===== src/rtl/bus_glue_pkg.sv =====
// Shared types for the 68000 bus-slave glue:
// FSM states, decoded regions and the IACK function code.
package bus_glue_pkg;

  typedef enum logic [1:0] {
    ST_IDLE,
    ST_WAIT,
    ST_ACK,
    ST_BERR
  } state_e;

  typedef enum logic [1:0] {
    RG_ROM,
    RG_RAM,
    RG_IO,
    RG_NONE
  } region_e;

  localparam logic [2:0] FC_IACK = 3'b111;

endpackage


===== src/rtl/region_decode.sv =====
// Combinational region decode from addr[23:20] and function code.
// Flags IACK, unmapped and user-mode I/O accesses as illegal.
module region_decode
  import bus_glue_pkg::*;
#(
  parameter logic [3:0] ROM_REGION = 4'h0,
  parameter logic [3:0] RAM_REGION = 4'h1,
  parameter logic [3:0] IO_REGION  = 4'hF
) (
  input  logic [3:0] addr_hi,
  input  logic [2:0] fc,
  output region_e    region,
  output logic       illegal
);

  always_comb begin
    region = RG_NONE;
    if (addr_hi == ROM_REGION) begin
      region = RG_ROM;
    end else if (addr_hi == RAM_REGION) begin
      region = RG_RAM;
    end else if (addr_hi == IO_REGION) begin
      region = RG_IO;
    end
  end

  // fc[2] is the supervisor bit
  always_comb begin
    illegal = (fc == FC_IACK)
           || (region == RG_NONE)
           || ((region == RG_IO) && !fc[2]);
  end

endmodule


===== src/rtl/bus_cycle_ctrl.sv =====
// 68000 bus-slave glue: region chip selects, per-region
// wait states, DTACK/BERR generation and I/O timeout.
module bus_cycle_ctrl
  import bus_glue_pkg::*;
#(
  parameter logic [3:0] ROM_REGION = 4'h0,
  parameter logic [3:0] RAM_REGION = 4'h1,
  parameter logic [3:0] IO_REGION  = 4'hF,
  parameter int         ROM_WAIT   = 2,
  parameter int         RAM_WAIT   = 0,
  parameter int         IO_TIMEOUT = 64
) (
  input  logic        clk,
  input  logic        reset,
  input  logic        as_n,
  input  logic        uds_n,
  input  logic        lds_n,
  input  logic        read,
  input  logic [23:0] addr,
  input  logic [2:0]  fc,
  input  logic        io_ready,
  output logic        dtack_n,
  output logic        berr_n,
  output logic        rom_cs_n,
  output logic        ram_cs_n,
  output logic        io_cs_n,
  output logic        oe_n,
  output logic        we_hi_n,
  output logic        we_lo_n
);

  localparam logic [7:0] ROM_LD = 8'(ROM_WAIT);
  localparam logic [7:0] RAM_LD = 8'(RAM_WAIT);
  localparam logic [7:0] IO_LD  = 8'(IO_TIMEOUT);

  state_e     state_q, state_d;
  region_e    region_q, region_d;
  logic       read_q, read_d;
  logic [7:0] cnt_q, cnt_d;

  region_e    dec_region;
  logic       dec_illegal;
  logic [7:0] load_val;
  logic       cs_act;
  logic       unused_addr;

  assign unused_addr = ^addr[19:0];

  region_decode #(
    .ROM_REGION (ROM_REGION),
    .RAM_REGION (RAM_REGION),
    .IO_REGION  (IO_REGION)
  ) u_dec (
    .addr_hi (addr[23:20]),
    .fc      (fc),
    .region  (dec_region),
    .illegal (dec_illegal)
  );

  always_comb begin
    unique case (dec_region)
      RG_ROM:  load_val = ROM_LD;
      RG_RAM:  load_val = RAM_LD;
      default: load_val = IO_LD;
    endcase
  end

  always_comb begin
    state_d  = state_q;
    region_d = region_q;
    read_d   = read_q;
    cnt_d    = cnt_q;
    unique case (state_q)
      ST_IDLE: begin
        if (!as_n) begin
          region_d = dec_region;
          read_d   = read;
          if (dec_illegal) begin
            state_d = ST_BERR;
          end else begin
            state_d = ST_WAIT;
            cnt_d   = load_val;
          end
        end
      end
      ST_WAIT: begin
        // strobe released early: abandon quietly
        if (as_n) begin
          state_d = ST_IDLE;
        end else if (region_q == RG_IO) begin
          if (io_ready) begin
            state_d = ST_ACK;
          end else if (cnt_q == 8'd1) begin
            state_d = ST_BERR;
          end else begin
            cnt_d = cnt_q - 8'd1;
          end
        end else if (cnt_q == 8'd0) begin
          state_d = ST_ACK;
        end else begin
          cnt_d = cnt_q - 8'd1;
        end
      end
      ST_ACK, ST_BERR: begin
        if (as_n) begin
          state_d = ST_IDLE;
        end
      end
      default: state_d = ST_IDLE;
    endcase
  end

  always_ff @(posedge clk or posedge reset) begin
    if (reset) begin
      state_q  <= ST_IDLE;
      region_q <= RG_NONE;
      read_q   <= 1'b0;
      cnt_q    <= 8'd0;
    end else begin
      state_q  <= state_d;
      region_q <= region_d;
      read_q   <= read_d;
      cnt_q    <= cnt_d;
    end
  end

  always_comb begin
    cs_act   = (state_q == ST_WAIT) || (state_q == ST_ACK);
    dtack_n  = !(state_q == ST_ACK);
    berr_n   = !(state_q == ST_BERR);
    rom_cs_n = !(cs_act && (region_q == RG_ROM));
    ram_cs_n = !(cs_act && (region_q == RG_RAM));
    io_cs_n  = !(cs_act && (region_q == RG_IO));
    oe_n     = !(cs_act && read_q);
    we_hi_n  = !(cs_act && !read_q && !uds_n);
    we_lo_n  = !(cs_act && !read_q && !lds_n);
  end

endmodule


===== config.mk =====
export PLATFORM = sky130hd
export DESIGN_NAME = bus_cycle_ctrl
export DESIGN_NICKNAME = d
export VERILOG_FILES = /design/src/rtl/bus_glue_pkg.sv /design/src/rtl/region_decode.sv /design/src/rtl/bus_cycle_ctrl.sv
export SDC_FILE = /design/constraint.sdc
export NUM_CORES = 1
export LEC_CHECK = 0
export BUFFER_PORTS_ARGS = -buffer_cell sky130_fd_sc_hd__buf_2
export CAP_MARGIN = 20
export CORE_ASPECT_RATIO = 1.75
export CORE_MARGIN = 2
export CORE_UTILIZATION = 40
export CTS_CLUSTER_SIZE = 28
export DETAILED_ROUTE_END_ITERATION = 10
export GPL_TIMING_DRIVEN = 1
export MAX_ROUTING_LAYER = met4
export PLACE_DENSITY = 0.7
export SLEW_MARGIN = 20
export SYNTH_ARGS = -nofsm -noshare
export SYNTH_HDL_FRONTEND = slang
export SYNTH_HIERARCHICAL = 1
export SYNTH_SLANG_ARGS = --single-unit

===== constraint.sdc =====
create_clock -name clk -period 3 [get_ports clk]
set_clock_uncertainty 0.2 [all_clocks]
set_input_delay 0.6 -clock clk [delete_from_list [all_inputs] [get_ports clk]]
set_output_delay 0.6 -clock clk [all_outputs]
set_load 0.005 [all_outputs]

After elaboration in Yosys (flattened, before gate mapping) --
Cells that the tools add are included.
Storage, ports and cells: register bits 13, bits of input ports 34, output and inout bits 8, word-level logic and storage cells 81
Operators by class: muxes and demuxes 21, reduce and logical (&&, ||, !) cells 33, add/sub/neg operators 1, equal/unequal tests 21, bitwise operators 1
Operators by type and width (count):
- 8-bit 2-to-1 mux | 7
- 2-bit 2-to-1 mux | 10
- 8-bit one-hot mux with 2 select lines | 1
- 7-bit one-hot mux with 2 select lines | 1
- 1-bit logical NOT | 12
- 2-bit == test, second input constant | 5
- 3-bit inequality test, second input constant | 3
- 8-bit by 1-bit == test with 1-bit output, second input constant | 1
- 1-bit logical AND | 8
- 8-bit logical NOT | 1
- 2-bit inequality test, second input constant | 4
- 8-bit by 1-bit subtractor with 8-bit output, second input constant | 1
- 7-bit AND reduction | 1
- 2-bit by 1-bit == test with 1-bit output, second input constant | 3
- 2-bit logical NOT | 3
- 2-bit one-hot mux with 3 select lines | 1
- 5-bit inequality test, second input constant | 1
- 4-bit by 1-bit == test with 1-bit output, second input constant | 1
- 4-bit == test, second input constant | 1
- 4-bit logical NOT | 1
- 4-bit inequality test, second input constant | 1
- 4-bit AND reduction | 1
- 3-bit == test, second input constant | 1
- 1-bit logical OR | 3
- other kinds (5) | 5

Logic depth before layout (Yosys ltp) --
depth in word-level cells 10, depth in mapped cells 8, depth with buffers taken out 8

Hierarchy --
Netlist, hierarchy kept.
By module, submodules not included:
- bus_cycle_ctrl | area an instance 943.4 µm², cells each 103, seq. area each 327.8 µm², instances 1
- region_decode | area an instance 42.5 µm², cells each 7, seq. area each 0.0 µm², instances 1

Worst setup path after synthesis --
No wires, ideal clock.
path kind input -> register, start point input port addr[21], end point register cnt_q[5], slack 638 ps, setup time 79 ps, stages 7, data required time 2721 ps, buffers on the path 0, arrival 2083 ps, path through or3_4 -> o21ai_0 -> nand2_1 -> o21ai_0 -> nand2_1 -> or4_1 -> mux2i_1
On the way: longest elaborated chain between the ends 9, elaborated cells between the ends (all ways) 13, those cells by class 5 x eq/ne; 3 x mux; 5 x reduce/logical
Ends and longest elaborated chain:
- start: declaration | RTL line bus_cycle_ctrl.sv:19 | input logic [23:0] addr,
- 4-bit == test | RTL line region_decode.sv:22 | end else if (addr_hi == IO_REGION) begin
- 1-bit 2-to-1 mux | RTL line region_decode.sv:22
- 2-bit 2-to-1 mux | RTL line region_decode.sv:20 | end else if (addr_hi == RAM_REGION) begin
- 2-bit 2-to-1 mux (*) | RTL line region_decode.sv:18 | if (addr_hi == ROM_REGION) begin
- 2-bit == test, on equally long branches | RTL line region_decode.sv:30, region_decode.sv:31
- 1-bit logical OR / 1-bit logical AND (equally long branches) | RTL line region_decode.sv:30, region_decode.sv:31
- 1-bit logical OR (*) | RTL line region_decode.sv:31 | || ((region == RG_IO) && !fc[2]);
- named net dec_illegal | RTL line bus_cycle_ctrl.sv:42 | logic dec_illegal;
- 2-bit inequality test (no source line) (*)
- 7-bit AND reduction (no source line) (*)
- end signal: assignment | RTL line bus_cycle_ctrl.sv:123 | cnt_q <= cnt_d;
- end: declaration | RTL line bus_cycle_ctrl.sv:39 | logic [7:0] cnt_q, cnt_d;
The timed path passes the listed nets; every way through them passes the cells marked *. A chain may end at the register's enable or synchronous reset.

Final worst setup path --
start point input port addr[21], end point register cnt_q[6]
On the way: elaborated cells between the ends (all ways) 19, those cells by class 6 x eq/ne; 7 x mux; 6 x reduce/logical
RTL lines:
- 4-bit by 1-bit == test with 1-bit output | RTL line region_decode.sv:20
- 2-bit 2-to-1 mux | RTL line region_decode.sv:20
- 2-bit 2-to-1 mux (*) | RTL line region_decode.sv:18
- named net dec_region[1] | RTL line bus_cycle_ctrl.sv:41 | region_e dec_region;
- 2-bit == test, on equally long branches | RTL line region_decode.sv:30, region_decode.sv:31
- 1-bit logical OR / 1-bit logical AND (equally long branches) | RTL line region_decode.sv:30, region_decode.sv:31
- 1-bit logical OR (*) | RTL line region_decode.sv:31
- named net dec_illegal | RTL line bus_cycle_ctrl.sv:42
- 2-bit inequality test (no source line) (*)
- 7-bit AND reduction (no source line) (*)
The timed path passes the listed nets; every way through them passes the cells marked *. The select of a mux whose other input is x is not followed.

==> results by group <==
Status
  – Outcome: completed

Worst setup path
  – Crit path capture type: register
  – Max FO, Critical Path: 8
  – Worst EP arrival: approximately 2.5 ns
  – Required @ worst endpoint: approximately 2.9 ns
  – Critical setup path kind: in2reg
  – Crit path launch type: input pin

Detailed routing
  – DR top layer: met4
  – DR vias: just over 900
  – Drt wl/cell: 15.0 um
  – WL met2: 1.34 mm
  – Initial drt markers: 29
  – WL final: 2.38 mm
  – Drt pass-1 iters: 4
  – Post-DR vias/cell: 5.83
  – Routed met3 length: around 70 um
  – DRC: 0
  – M1 WL: 888 um
  – Post-DRT Antenna Nets: 0

Clocking
  – CTS tree: built
  – Deepest clock path buffer count: 2
  – Clk pin slew, worst setup/hold paths: 0.05 ns
  – Hold-fix buffers, CTS: 0
  – Post-CTS sizing: 0
  – CTS Buf Count: 3
  – Clock sinks: 13
  – Setup bufs post-CTS: 0
  – Clock Latency Late Sink: 0.24 ns
  – # H-tree levels: 1
  – Root buffer cell: clkbuf_8

Synth
  – Cells after Synth: 110
  – Number of synthesized flops with an enable pin: 0
  – Syn Nets: 152
  – Avg Cell Area, Syn: 8.96 um^2
  – Yosys reg bits: 13
  – Register area share after synthesis: 33.2%
  – Netlist Area Pre-Place: around 990 um^2
  – Asr flop ratio synth: 100%
  – Total number of yosys warnings: 6
  – Main synth FF type: dfrtp_1
  – Synth cell types: 37

Placement
  – Post-DP HPWL: 1.88 mm
  – Post-place setup slack: around 0.17 ns
  – Port Buffer Count: 21
  – Gpl congestion: 0.849

Job
  – Max-Cap Viols: 0

Timing
  – Final Hold Viols: 0
  – Setup-failing EPs final: 0
  – Slew Limit Fails: 0
  – Worst slew margin: between 60% and 70%
  – Final period util: 86.1%
  – RSZ-0062 raised after global routing: false
  – Post-route minimum period: 2.58 ns
  – Slew @ Worst Pin: around 0.57 ns
  – Setup TNS Final: 0 ns
  – Fmax: 387 MHz
  – Worst Setup Slack, final: around 0.42 ns

Layout
  – Multi-input logic area: 617 um^2
  – Final nets: 177
  – Share of cells above drive strength 1: around 28%
  – Most frequent cells in the layout: buf_2, dfrtp_1, inv_1, nand2_1, ha_1
  – Number of diodes: 0
  – Commonest non-fill, non-tap cell in the layout: buf_2
  – Area delta synth->final: 18.4%
  – Reg area: 328 um^2
  – # fillers: between 200 and 250

Global routing
  – Initial antenna violation count: 0
  – First-pass GRT wire length: 4.06 mm
  – Grt ovf: 0
  – Vias in the first global route: 963
  – GRT Total Usage: 18.5%
  – Largest net degree at the start of global routing: 15

Min path
  – Worst min path class: in2async

Floorplanning
  – Initial Util: 42.8%
  – I/O pin cnt: 42
  – DIE AREA: 2890 um^2
  – FP Rows: 23
  – Core area: between 2000 and 2500 um^2
  – Overall die height: 69.7 um
  – Chip width: 41.5 um

Pwr
  – Tot Pwr: between 1000 and 1500 uW
  – Power Density: 1040 nW/um^2
  – Max IR drop VDD: roughly 470 uV
  – Leakage: 0.000499 uW
## Yosys cell counts (2+ instances only)
| library cell | count | area share, % |
|---|---|---|
| nand3b_1 | 4 | 3.0 |
| or3_4 | 2 | 2.3 |
| or3b_2 | 3 | 2.7 |
| dfstp_2 | 2 | 5.3 |
| nor2b_1 | 2 | 1.3 |
| o21a_1 | 3 | 2.3 |
| nand2_1 | 9 | 3.4 |
| nor4_1 | 2 | 1.3 |
| clkbuf_1 | 2 | 0.76 |
| nor2_1 | 4 | 1.5 |
| nand3_1 | 3 | 1.5 |
| mux2i_1 | 3 | 3.0 |
| nand2b_1 | 4 | 2.5 |
| nor3_1 | 4 | 2.0 |
| a21oi_1 | 6 | 3.0 |
| o21ai_1 | 2 | 1.0 |
| inv_1 | 9 | 3.4 |
| dfrtp_1 | 11 | 28 |
| o21ai_0 | 3 | 1.5 |
| mux2_2 | 3 | 3.4 |
| a31oi_1 | 5 | 3.2 |
| ha_1 | 8 | 10 |
| o221ai_1 | 2 | 1.8 |
## flip-flops by register name, summed over array words and instances (netlist names)
register	count
read_q	1
region_q	2
state_q	2
cnt_q	8
## cell families after synthesis
family | count (synthesis) | share of synthesized area [%]
DFF | 13 | 33.2
muxes | 6 | 6.47
AOI/OAI and AO/OA | 28 | 19.2
and+or+nand+nor | 44 | 26.8
buffers and inverters | 11 | 4.19
adders and majority gates | 8 | 10.2
## layer usage
layer,track usage (%),up-vias
li1,-,450
met4,11.8,0
met2,32.8,18
met5,-,-
met3,3.39,9
met1,17.5,450
## critical path, cell delays in order
cell	delay, ns
buf_2	0.10
or3_4	0.40
o21ai_0	0.09
nand2_1	0.10
o21ai_0	0.40
o21ai_1	0.33
nor4_1	0.29
o221ai_1	0.16
## worst paths after layout
| check | startpoint | cells after the start | slack [ns] | to |
|---|---|---|---|---|
| worst min-delay path | reset | 2 | 0.18 | cnt_q[2] |
| worst min register to register | cnt_q[7] | 1 | 0.33 | cnt_q[7] |
| min in group clk | cnt_q[7] | 1 | 0.33 | cnt_q[7] |
| worst max register to register | region_q[1] | 5 | 0.63 | cnt_q[5] |
| worst max-delay path | addr[21] | 8 | 0.42 | cnt_q[6] |
| max in group asynchronous | reset | 2 | 2.06 | region_q[0] |
## per-stage QoR
stage,hold slack (ns),util [%],std cells,area [um^2]
floorplan,0.276,-,110,986
global placement,0.298,48.8,155,1120
detailed placement,0.318,48.8,155,1120
CTS,0.199,50.7,159,1170
global route,0.212,50.7,159,1170
finish,0.183,50.7,159,1170
## where the power goes
group          switching [uW]  total (uW)  internal [uW]
Combinational             416         731            315
Clock                    63.8         158           93.9
Sequential               70.1         331            261
Total                     550        1220            669
## final cells by class
cell class,count,area share (%)
multi-input cells,86,52.8
inverters,9,2.89
flip-flops and latches,13,28.1
well taps,25,2.68
repair buffers,22,9.65
clock buffers,4,3.86
Power figures use the tool's default switching activity.
